===== config.mk =====
export PLATFORM = sky130hd
export DESIGN_NAME = multdiv_issue_ctrl_flat
export DESIGN_NICKNAME = d
export VERILOG_FILES = /design/src/rtl/multdiv_issue_ctrl_if.sv /design/src/rtl/multdiv_issue_ctrl.sv /design/src/flat_wrapper.sv
export SDC_FILE = /design/constraint.sdc
export NUM_CORES = 1
export LEC_CHECK = 0
export ABC_AREA = 1
export CAP_MARGIN = 0
export CORE_ASPECT_RATIO = 0.8
export CORE_MARGIN = 5
export CORE_UTILIZATION = 35
export DETAILED_ROUTE_END_ITERATION = 16
export DONT_BUFFER_PORTS = 1
export GPL_TIMING_DRIVEN = 0
export PLACE_DENSITY = 0.5
export RECOVER_POWER = 50
export REMOVE_ABC_BUFFERS = 1
export SLEW_MARGIN = 20
export SYNTH_ARGS = -nofsm -noshare
export SYNTH_HDL_FRONTEND = slang
export SYNTH_SLANG_ARGS = --single-unit

===== constraint.sdc =====
create_clock -name clock -period 2.7 [get_ports clock]
set_input_delay 0.135 -clock clock [delete_from_list [all_inputs] [get_ports clock]]
set_output_delay 0.135 -clock clock [all_outputs]
set_load 0.05 [all_outputs]

===== src/rtl/multdiv_issue_ctrl_if.sv =====
// Handshake bundle between the execute stage, the issue controller and the multdiv unit.
// The slave view is the controller; the master view is everything around it.
interface multdiv_issue_ctrl_if;
    logic        issue_valid;
    logic        issue_is_div;
    logic [31:0] issue_opA;
    logic [31:0] issue_opB;
    logic [4:0]  issue_rd;
    logic        issue_ready;
    logic        flush;
    logic        stall;
    logic        wb_valid;
    logic [31:0] wb_data;
    logic [4:0]  wb_rd;
    logic        wb_exception;
    logic        ctrl_MULT;
    logic        ctrl_DIV;
    logic [31:0] data_operandA;
    logic [31:0] data_operandB;
    logic [31:0] data_result;
    logic        data_exception;
    logic        data_resultRDY;

    modport master (
        output issue_valid, issue_is_div, issue_opA, issue_opB, issue_rd, flush,
               data_result, data_exception, data_resultRDY,
        input  issue_ready, stall, wb_valid, wb_data, wb_rd, wb_exception,
               ctrl_MULT, ctrl_DIV, data_operandA, data_operandB
    );

    modport slave (
        input  issue_valid, issue_is_div, issue_opA, issue_opB, issue_rd, flush,
               data_result, data_exception, data_resultRDY,
        output issue_ready, stall, wb_valid, wb_data, wb_rd, wb_exception,
               ctrl_MULT, ctrl_DIV, data_operandA, data_operandB
    );
endinterface


===== src/rtl/multdiv_issue_ctrl.sv =====
// Issue controller for the iterative multdiv unit: accepts one op, pulses the start strobe,
// waits for the result (or times out) and returns it as a one-cycle writeback.
module multdiv_issue_ctrl #(
    parameter int TIMEOUT_CYCLES = 64,
    parameter int CNT_W          = 7
) (
    input logic                 clock,
    input logic                 reset_n,
    multdiv_issue_ctrl_if.slave bus
);
    typedef enum logic [1:0] {IDLE, START, BUSY, DONE} state_t;

    localparam logic [CNT_W-1:0] CNT_LAST = CNT_W'(TIMEOUT_CYCLES - 1);
    localparam logic [CNT_W-1:0] CNT_MAX  = {CNT_W{1'b1}};

    state_t           state_q;
    logic [CNT_W-1:0] cnt_q;
    logic [31:0]      opa_q, opb_q, wb_data_q;
    logic [4:0]       rd_q, wb_rd_q;
    logic             is_div_q;
    logic             ready_q, stall_q, wb_valid_q, wb_exc_q, mult_q, div_q;

    always_ff @(posedge clock or negedge reset_n) begin
        if (!reset_n) begin
            state_q    <= IDLE;
            cnt_q      <= '0;
            opa_q      <= '0;
            opb_q      <= '0;
            rd_q       <= '0;
            is_div_q   <= 1'b0;
            wb_data_q  <= '0;
            wb_rd_q    <= '0;
            wb_exc_q   <= 1'b0;
            wb_valid_q <= 1'b0;
            ready_q    <= 1'b1;
            stall_q    <= 1'b0;
            mult_q     <= 1'b0;
            div_q      <= 1'b0;
        end else begin
            // Strobes default low so each is high for exactly one state.
            mult_q     <= 1'b0;
            div_q      <= 1'b0;
            wb_valid_q <= 1'b0;
            case (state_q)
                IDLE: begin
                    if (bus.issue_valid) begin
                        opa_q    <= bus.issue_opA;
                        opb_q    <= bus.issue_opB;
                        rd_q     <= bus.issue_rd;
                        is_div_q <= bus.issue_is_div;
                        mult_q   <= ~bus.issue_is_div;
                        div_q    <= bus.issue_is_div;
                        ready_q  <= 1'b0;
                        stall_q  <= 1'b1;
                        state_q  <= START;
                    end
                end
                START: begin
                    cnt_q <= '0;
                    if (bus.flush) begin
                        ready_q <= 1'b1;
                        stall_q <= 1'b0;
                        state_q <= IDLE;
                    end else begin
                        state_q <= BUSY;
                    end
                end
                BUSY: begin
                    if (cnt_q != CNT_MAX) cnt_q <= cnt_q + 1'b1;
                    // Flush wins over a result arriving in the same cycle.
                    if (bus.flush) begin
                        ready_q <= 1'b1;
                        stall_q <= 1'b0;
                        state_q <= IDLE;
                    end else if (bus.data_resultRDY) begin
                        wb_data_q  <= bus.data_result;
                        wb_exc_q   <= bus.data_exception;
                        wb_rd_q    <= rd_q;
                        wb_valid_q <= 1'b1;
                        state_q    <= DONE;
                    end else if (cnt_q == CNT_LAST) begin
                        wb_data_q  <= '0;
                        wb_exc_q   <= 1'b1;
                        wb_rd_q    <= rd_q;
                        wb_valid_q <= 1'b1;
                        state_q    <= DONE;
                    end
                end
                DONE: begin
                    ready_q <= 1'b1;
                    stall_q <= 1'b0;
                    state_q <= IDLE;
                end
                default: state_q <= IDLE;
            endcase
        end
    end

    assign bus.issue_ready   = ready_q;
    assign bus.stall         = stall_q;
    assign bus.wb_valid      = wb_valid_q;
    assign bus.wb_data       = wb_data_q;
    assign bus.wb_rd         = wb_rd_q;
    assign bus.wb_exception  = wb_exc_q;
    assign bus.ctrl_MULT     = mult_q;
    assign bus.ctrl_DIV      = div_q;
    assign bus.data_operandA = opa_q;
    assign bus.data_operandB = opb_q;

    // The op type is only needed to steer the start strobe.
    logic unused_is_div;
    assign unused_is_div = is_div_q;
endmodule


===== src/flat_wrapper.sv =====
// flat-port wrapper written by rule: the top's interface ports become plain ports
module multdiv_issue_ctrl_flat 
#(
    parameter int TIMEOUT_CYCLES = 64,
    parameter int CNT_W          = 7
)
  (clock, reset_n, bus_issue_valid, bus_issue_is_div, bus_issue_opA, bus_issue_opB, bus_issue_rd, bus_flush, bus_data_result, bus_data_exception, bus_data_resultRDY, bus_issue_ready, bus_stall, bus_wb_valid, bus_wb_data, bus_wb_rd, bus_wb_exception, bus_ctrl_MULT, bus_ctrl_DIV, bus_data_operandA, bus_data_operandB);
  multdiv_issue_ctrl_if bus_i ();
  input logic clock;
  input logic reset_n;
  input wire logic [$bits(bus_i.issue_valid)-1:0] bus_issue_valid;
  input wire logic [$bits(bus_i.issue_is_div)-1:0] bus_issue_is_div;
  input wire logic [$bits(bus_i.issue_opA)-1:0] bus_issue_opA;
  input wire logic [$bits(bus_i.issue_opB)-1:0] bus_issue_opB;
  input wire logic [$bits(bus_i.issue_rd)-1:0] bus_issue_rd;
  input wire logic [$bits(bus_i.flush)-1:0] bus_flush;
  input wire logic [$bits(bus_i.data_result)-1:0] bus_data_result;
  input wire logic [$bits(bus_i.data_exception)-1:0] bus_data_exception;
  input wire logic [$bits(bus_i.data_resultRDY)-1:0] bus_data_resultRDY;
  output wire logic [$bits(bus_i.issue_ready)-1:0] bus_issue_ready;
  output wire logic [$bits(bus_i.stall)-1:0] bus_stall;
  output wire logic [$bits(bus_i.wb_valid)-1:0] bus_wb_valid;
  output wire logic [$bits(bus_i.wb_data)-1:0] bus_wb_data;
  output wire logic [$bits(bus_i.wb_rd)-1:0] bus_wb_rd;
  output wire logic [$bits(bus_i.wb_exception)-1:0] bus_wb_exception;
  output wire logic [$bits(bus_i.ctrl_MULT)-1:0] bus_ctrl_MULT;
  output wire logic [$bits(bus_i.ctrl_DIV)-1:0] bus_ctrl_DIV;
  output wire logic [$bits(bus_i.data_operandA)-1:0] bus_data_operandA;
  output wire logic [$bits(bus_i.data_operandB)-1:0] bus_data_operandB;
  assign bus_i.issue_valid = bus_issue_valid;
  assign bus_i.issue_is_div = bus_issue_is_div;
  assign bus_i.issue_opA = bus_issue_opA;
  assign bus_i.issue_opB = bus_issue_opB;
  assign bus_i.issue_rd = bus_issue_rd;
  assign bus_i.flush = bus_flush;
  assign bus_i.data_result = bus_data_result;
  assign bus_i.data_exception = bus_data_exception;
  assign bus_i.data_resultRDY = bus_data_resultRDY;
  assign bus_issue_ready = bus_i.issue_ready;
  assign bus_stall = bus_i.stall;
  assign bus_wb_valid = bus_i.wb_valid;
  assign bus_wb_data = bus_i.wb_data;
  assign bus_wb_rd = bus_i.wb_rd;
  assign bus_wb_exception = bus_i.wb_exception;
  assign bus_ctrl_MULT = bus_i.ctrl_MULT;
  assign bus_ctrl_DIV = bus_i.ctrl_DIV;
  assign bus_data_operandA = bus_i.data_operandA;
  assign bus_data_operandB = bus_i.data_operandB;
  multdiv_issue_ctrl #(.TIMEOUT_CYCLES(TIMEOUT_CYCLES), .CNT_W(CNT_W)) u_core (.clock(clock), .reset_n(reset_n), .bus(bus_i));
endmodule

==> reports/qor.yml, run 1 <==
placed_design:
  port_buffers: 0
  gp_congestion: 0.760
  placed_cell_area_um2: 4960
  placed_cells: 567
  dp_hpwl_um: 7430
cts:
  cts_setup_buffers: 0
  htree_num_levels: 4
  clockBufferDepth: 2
  hold_buffers: 120
  ctsResizeCount: 1
  cts_root_buffer: "clkbuf_16"
  cts_buffers: 17
  clock-sinks: 121
synthesis:
  synth-async-reset-ratio: 1.00
  ys.flop_type: "dfrtp_1"
  avgSynthCellArea_um2: 11.9
  ys_seq_area_frac: 0.631
  netlist_instances: 405
  synth_cell_type_count: 22
  ys_ff_latch: 121
  synth_edf_count: 0
  synth_area_um2: 4800
  yosys_warnings: 0
floorplan:
  ios: 215
  fp.dieW_um: 141
  dieHeight_um: 115
  initial_core_util: 0.355
  num_rows: 38
run_status:
  first-error: "[ERROR RSZ-0060] Max buffer count reached."
  status: "did not finish"
  lastStage: "clock tree synthesis"
==> stage by stage <==
step / hold slack, ps / setup TNS (ps) / worst slack, ps
2_1_floorplan: -161 / 0 / 4.04
3_3_place_gp: -158 / -51570 / -742
3_5_place_dp: -158 / -863 / -58.2
==> cell families after synthesis <==
group,count (synthesis),share of synthesized area
and+or+nand+nor,172,0.155
DFF,121,0.631
muxes,69,0.162
buffers and inverters,32,0.0318
AOI/OAI and AO/OA,6,0.00730
adders and majority gates,5,0.0130
==> synth_stat cells (2+ instances only) <==
library cell | number | area [um^2]
inv_1 | 12 | 45.0
nand3_1 | 45 | 225
mux2_2 | 69 | 777
or2_2 | 3 | 18.8
o21ai_0 | 3 | 15.0
nand2_1 | 102 | 383
dfrtp_1 | 120 | 3000
nand4_1 | 2 | 12.5
clkbuf_1 | 4 | 15.0
nor2_4 | 2 | 22.5
nand2_2 | 5 | 31.3
nor2_1 | 12 | 45.0
buf_2 | 13 | 65.1
ha_1 | 5 | 62.6
==> inputs of run 2 (changes only) <==
CORE_ASPECT_RATIO = unset   (was 0.8)
CORE_UTILIZATION = 20   (was 35)
PLACE_DENSITY = unset   (was 0.5)
PLACE_DENSITY_LB_ADDON = 0.15   (was unset)
==> run 2 against run 1 <==
Net effect:
- the flow now finishes, with violations (hold timing)
- synthesized area stayed put
- synthesized cell count stayed put
==> reports/qor.yml, run 2 <==
placed_design:
  placed_cells: 706  # was 567
  port_buffers: 0  # unchanged
  gp_congestion: 0.702  # was 0.760
  preCtsSetupSlack_ps: -165  # was -58.2 ps
  dp_hpwl_um: 8430  # was 7430 um
critical_path:
  critPathMaxFanout: 17
  crit_required_ps: 3050
  cp-end-kind: "flip-flop"
  start_kind: "flip-flop"
  criticalPathCategory: "flip-flop to flip-flop"
  crit_arrival_ps: 2750
sta:
  max_freq_mhz: 415
  period_minus_slack_ps: 2410
  setup_ws_ps: 293
  slew_violations: 0
  relSlewSlack: 0.633
  worst_pin_slew_ps: 550
  skew_ps: 6.78
  rsz0062_at_grt: "no"
  whs_ps: -574
  setup_violations: 0
  tns_ps: 0
  post-route-period-util: 0.891
  hold_viol_final: 121
power_and_ir_drop:
  power_density_nw_per_um2: 1400
  max-vdd-ir-drop_uv: 577
  combPwrFrac: 0.161
  pwr-share-clk: 0.236
  seqPwrFrac: 0.603
  intPower_mw: 5.10
  p_switching_mw: 4.93
  swShare: 0.491
  leakagePower_nw: 3.12
layout:
  final_cell_mix: "dlygate4sd3_1, dfrtp_1, nand2_1"
  final_common_cell: "dlygate4sd3_1"
  instances_no_fill: 878
  drive_gt1_frac: 0.199
  fillCellCount: 2432
  area_delta_synth_final_pct: 48.8
  register_area_um2: 3030
  final_nets: 658
  multi_input_comb_area_um2: 1640
route:
  via_per_inst: 3.99
  drc_errors: 0
  num_vias: 3506
  wl_per_cell_um: 15.2
  dr_wl_met2_um: 6540
  dr.pass1.iters: 4
  antenna_left: 0
  first_iter_violations: 143
  drt-met1-wl_um: 5290
  wl_met3_um: 1220
  top_layer_used: "met4"
  totalWireLength_um: 13300
global_routing:
  grt_pass1_wl_um: 19800
  grt_pass1_vias: 3737
  track_usage: 0.0932
  grt_overflow: 0
  grt_start_max_net_pins: 122
  antenna_found_initial: 1
synthesis:
  synth_edf_count: 0  # unchanged
  synth_cell_type_count: 22  # unchanged
  synth_area_um2: 4800  # unchanged
  netlist_instances: 405  # unchanged
  ys.flop_type: "dfrtp_1"  # unchanged
  ys_ff_latch: 121  # unchanged
  yosys_warnings: 0  # unchanged
  avgSynthCellArea_um2: 11.9  # unchanged
  ys_seq_area_frac: 0.631  # unchanged
  synth_largest_area_cell: "dfrtp_1"  # unchanged
  synth-async-reset-ratio: 1.00  # unchanged
  synthMostInstantiatedCell: "dfrtp_1"  # unchanged
  synth.area.top_cells: "dfrtp_1, mux2_2, nand2_1"  # unchanged
  yosysTopAreaCellShare: 0.626  # unchanged
  synth_top_cells_by_count: "dfrtp_1, nand2_1, mux2_2, nand3_1, buf_2"  # unchanged
run_status:
  status: "complete, but fails checks"  # was did not finish
  violations: "hold timing"
cts:
  cts_buffers: 17  # unchanged
  clk_pin_slew_ps: 60
  cts_root_buffer: "clkbuf_16"  # unchanged
  htree_num_levels: 4  # unchanged
  clock-sinks: 121  # unchanged
  cts_tree: "yes"
  clockBufferDepth: 2  # unchanged
  hold_buffers: 137  # was 120
  clk_latency_ps: 410
floorplan:
  ios: 215  # unchanged
  dieHeight_um: 165  # was 115 um
  die_area_um2: 27200
  fp.dieW_um: 165  # was 141 um
  coreArea_um2: 23500
  initial_core_util: 0.204  # was 0.355
  num_rows: 56  # was 38
worst_hold_path:
  min_path_type: "input port to async pin"
flow_run:
  cap_violations: 0
-- run 2: cell counts after synthesis --
Identical to the previous run, type by type.
-- run 2: metal layers --
layer | GRT usage | vias up
met5 | 0 | -
met4 | 0.0439 | 0
met3 | 0.0367 | 18
met2 | 0.151 | 149
met1 | 0.108 | 1723
li1 | - | 1616
-- run 2: worst paths after layout --
path | start | end | slack [ps] | cells after the start
setup / recovery | u_core.state_q[0] | u_core.bus.wb_data[18] | 290 | 7
hold / removal | reset_n | u_core.bus.data_operandB[21] | -570 | 0
setup reg to reg | u_core.state_q[0] | u_core.bus.wb_data[18] | 290 | 7
hold reg to reg | u_core.rd_q[2] | u_core.bus.wb_rd[2] | 460 | 2
max in group asynchronous | reset_n | u_core.bus.issue_ready | 3060 | 0
min in group clock | bus_issue_valid | u_core.state_q[1] | 20 | 3
-- run 2: logic make-up (layout without fill, tap and decap cells) --
family / count (synthesis) / count (layout) / synth area share
other cells: 0 / 1 / 0
simple gates: 172 / 173 / 0.155
buf+inv: 32 / 184 / 0.0318
mux: 69 / 69 / 0.162
compound gates: 6 / 6 / 0.00730
flops: 121 / 121 / 0.631
fa+ha+maj: 5 / 5 / 0.0130
-- run 2: repair_timing --
item | 4_1_cts | 5_1_grt
buffers inserted | 0 | 1
gates resized for setup | 1 | 1
endpoints found under the hold margin | 227 | 121
pin swaps | 0 | 1
setup endpoints to repair | 39 | 39
gates cloned | 0 | 1
-- run 2: power groups by stage --
| stage | Clock (mW) | Combinational, mW | Sequential [mW] |
|---|---|---|---|
| 2_1_floorplan | 0 | 1.25 | 5.83 |
| 3_3_place_gp | 0 | 1.45 | 6.12 |
| 3_5_place_dp | 0 | 1.46 | 6.11 |
| 4_1_cts | 2.47 | 1.61 | 6.08 |
| 5_1_grt | 2.53 | 1.83 | 6.16 |
| 6_report | 2.37 | 1.62 | 6.04 |
-- run 2: critical path, cell delays in order (launching register included) --
cell	delay, ps
dfrtp_1	400
inv_1	110
ha_1	340
inv_1	240
nor2_4	470
nand3_1	130
dlygate4sd3_1	590
nand2_1	70
-- run 2: cell type report --
type / instances / area share
well taps: 319 / 0.0559
inverters: 13 / 0.00753
multi-input cells: 253 / 0.230
flip-flops and latches: 121 / 0.424
repair buffers: 139 / 0.198
diodes: 1 / 0.000350
clock inverters: 8 / 0.0201
clock buffers: 24 / 0.0646
-- run 2: per-stage QoR --
stage | total power [mW] | hold WS [ps] | cell area, um^2 | util
2_1_floorplan | 7.08 | -161 | 4700 | -
3_3_place_gp | 7.57 | -157 | 5100 | 0.217
3_5_place_dp | 7.57 | -157 | 5130 | 0.218
4_1_cts | 10.2 | -606 | 7110 | 0.302
5_1_grt | 10.5 | -605 | 7140 | 0.303
6_report | 10.0 | -574 | 7140 | 0.303
Note: power is estimated with default switching activity, not from simulation.
==> inputs of run 3 (changes only) <==
CELL_PAD_IN_SITES_DETAIL_PLACEMENT = 0   (was unset)
CELL_PAD_IN_SITES_GLOBAL_PLACEMENT = 1   (was unset)
==> run 3 against run 2 <==
Net effect:
- the flow still finishes with violations (hold timing)
- first-iteration DRC count is 59% higher
- core utilization down 0.20 points
- clock skew shrank 0.95 ps
- sequential power hardly changed
- global-route usage is essentially flat
- routed wire length fell by 0.20%
- die area is the same
- largest cell class unchanged
==> reports/qor.yml, run 3 (synthesis gave the netlist of run 2 again) <==
power_and_ir_drop:
  combPwrFrac: 0.164  # was 0.161
  power_density_nw_per_um2: 1380  # was 1400 nW/um^2
  intPower_mw: 4.83  # was 5.10 mW
  max-vdd-ir-drop_uv: 664  # was 577 uV
  swShare: 0.508  # was 0.491
  p_switching_mw: 4.99  # was 4.93 mW
  leakagePower_nw: 3.09  # was 3.12 nW
  pwr-share-clk: 0.222  # was 0.236
  seqPwrFrac: 0.615  # was 0.603
layout:
  area_delta_synth_final_pct: 47.9  # was 48.8%
  drive_gt1_frac: 0.206  # was 0.199
  antenna-diode-count: 0  # was 1
  final_cell_mix: "dlygate4sd3_1, dfrtp_1, nand2_1"  # unchanged
  final_nets: 658  # unchanged
  instances_no_fill: 877  # was 878
  final_common_cell: "dlygate4sd3_1"  # unchanged
critical_path:
  crit_buf_inv: 3  # unchanged
  worst_path_largest_cell_delay_ps: 600  # was 590 ps
  crit-reg2reg-launch: "u_core.state_q[0]"  # unchanged
  cp-startpoint: "u_core.state_q[0]"  # unchanged
  critPathMaxFanout: 18  # was 17
  critPathSlowestCell: "dlygate4sd3_1"  # unchanged
  reg2reg_to: "u_core.bus.wb_data[6]"  # was u_core.bus.wb_data[18]
  worstPathCellList: "inv_1 > ha_1 > inv_1 > nor2_4 > nand3_1 > dlygate4sd3_1 > nand2_1"  # unchanged
  crit_required_ps: 3050  # about the same
  ff2ff_setup_slack_ps: 250  # was 290 ps
  start_kind: "flip-flop"  # unchanged
  reg2reg_depth: 7  # unchanged
  cp.depth: 7  # unchanged
  cp-end-kind: "flip-flop"  # unchanged
  critical-path-top-delay-family: "buffers and inverters"  # unchanged
  endpoint: "u_core.bus.wb_data[6]"  # was u_core.bus.wb_data[18]
  cpMostUsedCell: "inv_1"  # unchanged
  crit_arrival_ps: 2800  # was 2750 ps
  criticalPathCategory: "flip-flop to flip-flop"  # unchanged
global_routing:
  grt_pass1_wl_um: 19700  # was 19800 um
  grt_start_max_net_pins: 122  # unchanged
  grt_overflow: 0  # unchanged
  track_usage: 0.0931  # was 0.0932
  grt_pass1_vias: 3758  # was 3737
  antenna_found_initial: 0  # was 1
flow_run:
  cap_violations: 0  # unchanged
cts:
  cts_tree: "yes"  # unchanged
  clock-sinks: 121  # unchanged
  clockBufferDepth: 2  # unchanged
  cts_root_buffer: "clkbuf_16"  # unchanged
  cts_buffers: 17  # unchanged
  clk_latency_ps: 410  # about the same
  clk_pin_slew_ps: 60  # about the same
  hold_buffers: 138  # was 137
  cts_setup_buffers: 0  # unchanged
  htree_num_levels: 4  # unchanged
run_status:
  status: "complete, but fails checks"  # unchanged
  violations: "hold timing"  # unchanged
route:
  totalWireLength_um: 13300  # about the same
  num_vias: 3500  # was 3506
  via_per_inst: 3.99  # about the same
  drc_errors: 0  # unchanged
  first_iter_violations: 227  # was 143
  antenna_left: 0  # unchanged
  wl_per_cell_um: 15.2  # about the same
  dr.pass1.iters: 4  # unchanged
floorplan:
  ios: 215  # unchanged
  fp.dieW_um: 165  # unchanged
  num_rows: 56  # unchanged
  dieHeight_um: 165  # unchanged
  die_area_um2: 27200  # unchanged
  coreArea_um2: 23500  # unchanged
  initial_core_util: 0.204  # unchanged
sta:
  relSlewSlack: 0.637  # was 0.633
  worst_pin_slew_ps: 543  # was 550 ps
  whs_ps: -576  # was -574 ps
  post-route-period-util: 0.909  # was 0.891
  slew_violations: 0  # unchanged
  skew_ps: 5.83  # was 6.78 ps
  hold_viol_final: 121  # unchanged
  max_freq_mhz: 407  # was 415 MHz
  setup_violations: 0  # unchanged
  rsz0062_at_grt: "no"  # unchanged
  period_minus_slack_ps: 2450  # was 2410 ps
placed_design:
  placed_cells: 706  # unchanged
  dp_hpwl_um: 8130  # was 8430 um
  port_buffers: 0  # unchanged
  gp_congestion: 0.684  # was 0.702
worst_hold_path:
  min_path_type: "input port to async pin"  # unchanged
-- run 3: through the flow --
step	worst slack (ps)	utilization	setup TNS [ps]	area (um^2)	total power [mW]
after floorplan	4.04	-	0	4700	7.08
after global placement	-764	0.217	-59290	5100	7.57
after detailed placement	-220	0.218	-7160	5130	7.57
after CTS	61.8	0.301	0	7090	9.97
after global routing	30.2	0.301	0	7100	10.3
final	246	0.301	0	7100	9.82
-- run 3: worst min-delay path by stage --
stage / startpoint / end / slack [ps] / cells past startpoint
6_report: reset_n / u_core.bus.data_operandB[17] / -580 / 0
3_3_place_gp: reset_n / u_core.bus.data_operandB[17] / -160 / 0
2_1_floorplan: reset_n / u_core.bus.ctrl_DIV / -160 / 0
3_5_place_dp: reset_n / u_core.bus.data_operandB[17] / -160 / 0
5_1_grt: reset_n / u_core.bus.data_operandB[1] / -610 / 0
4_1_cts: reset_n / u_core.bus.data_operandB[17] / -620 / 0
-- run 3: cell type report --
class	count	area, um^2
Fill cell	2432	16400
Clock buffer	19	443
Clock inverter	13	121
Multi-Input combinational cell	253	1640
Sequential cell	121	3030
Inverter	13	53.8
Timing Repair Buffer	139	1410
Tap cell	319	399
-- run 3: power groups by stage --
stage | combinational, mW | clock (mW) | sequential, mW
finish | 1.61 | 2.18 | 6.04
global route | 1.82 | 2.34 | 6.16
CTS | 1.62 | 2.28 | 6.07
detailed placement | 1.47 | 0 | 6.10
global placement | 1.45 | 0 | 6.12
floorplan | 1.25 | 0 | 5.83
-- run 3: timing repair --
action	in CTS	in global routing
setup endpoints to repair	39	39
gates resized for setup	1	1
endpoints found under the hold margin	227	121
gates cloned	0	1
pin swaps	0	0
-- run 3: routing by layer --
| layer | vias up | GRT usage | routed length (um) |
|---|---|---|---|
| met1 | 1707 | 0.103 | 5220 |
| met2 | 150 | 0.157 | 6610 |
| met4 | 0 | 0.0465 | 259 |
| li1 | 1627 | - | - |
| met5 | - | 0 | 0 |
| met3 | 16 | 0.0342 | 1210 |
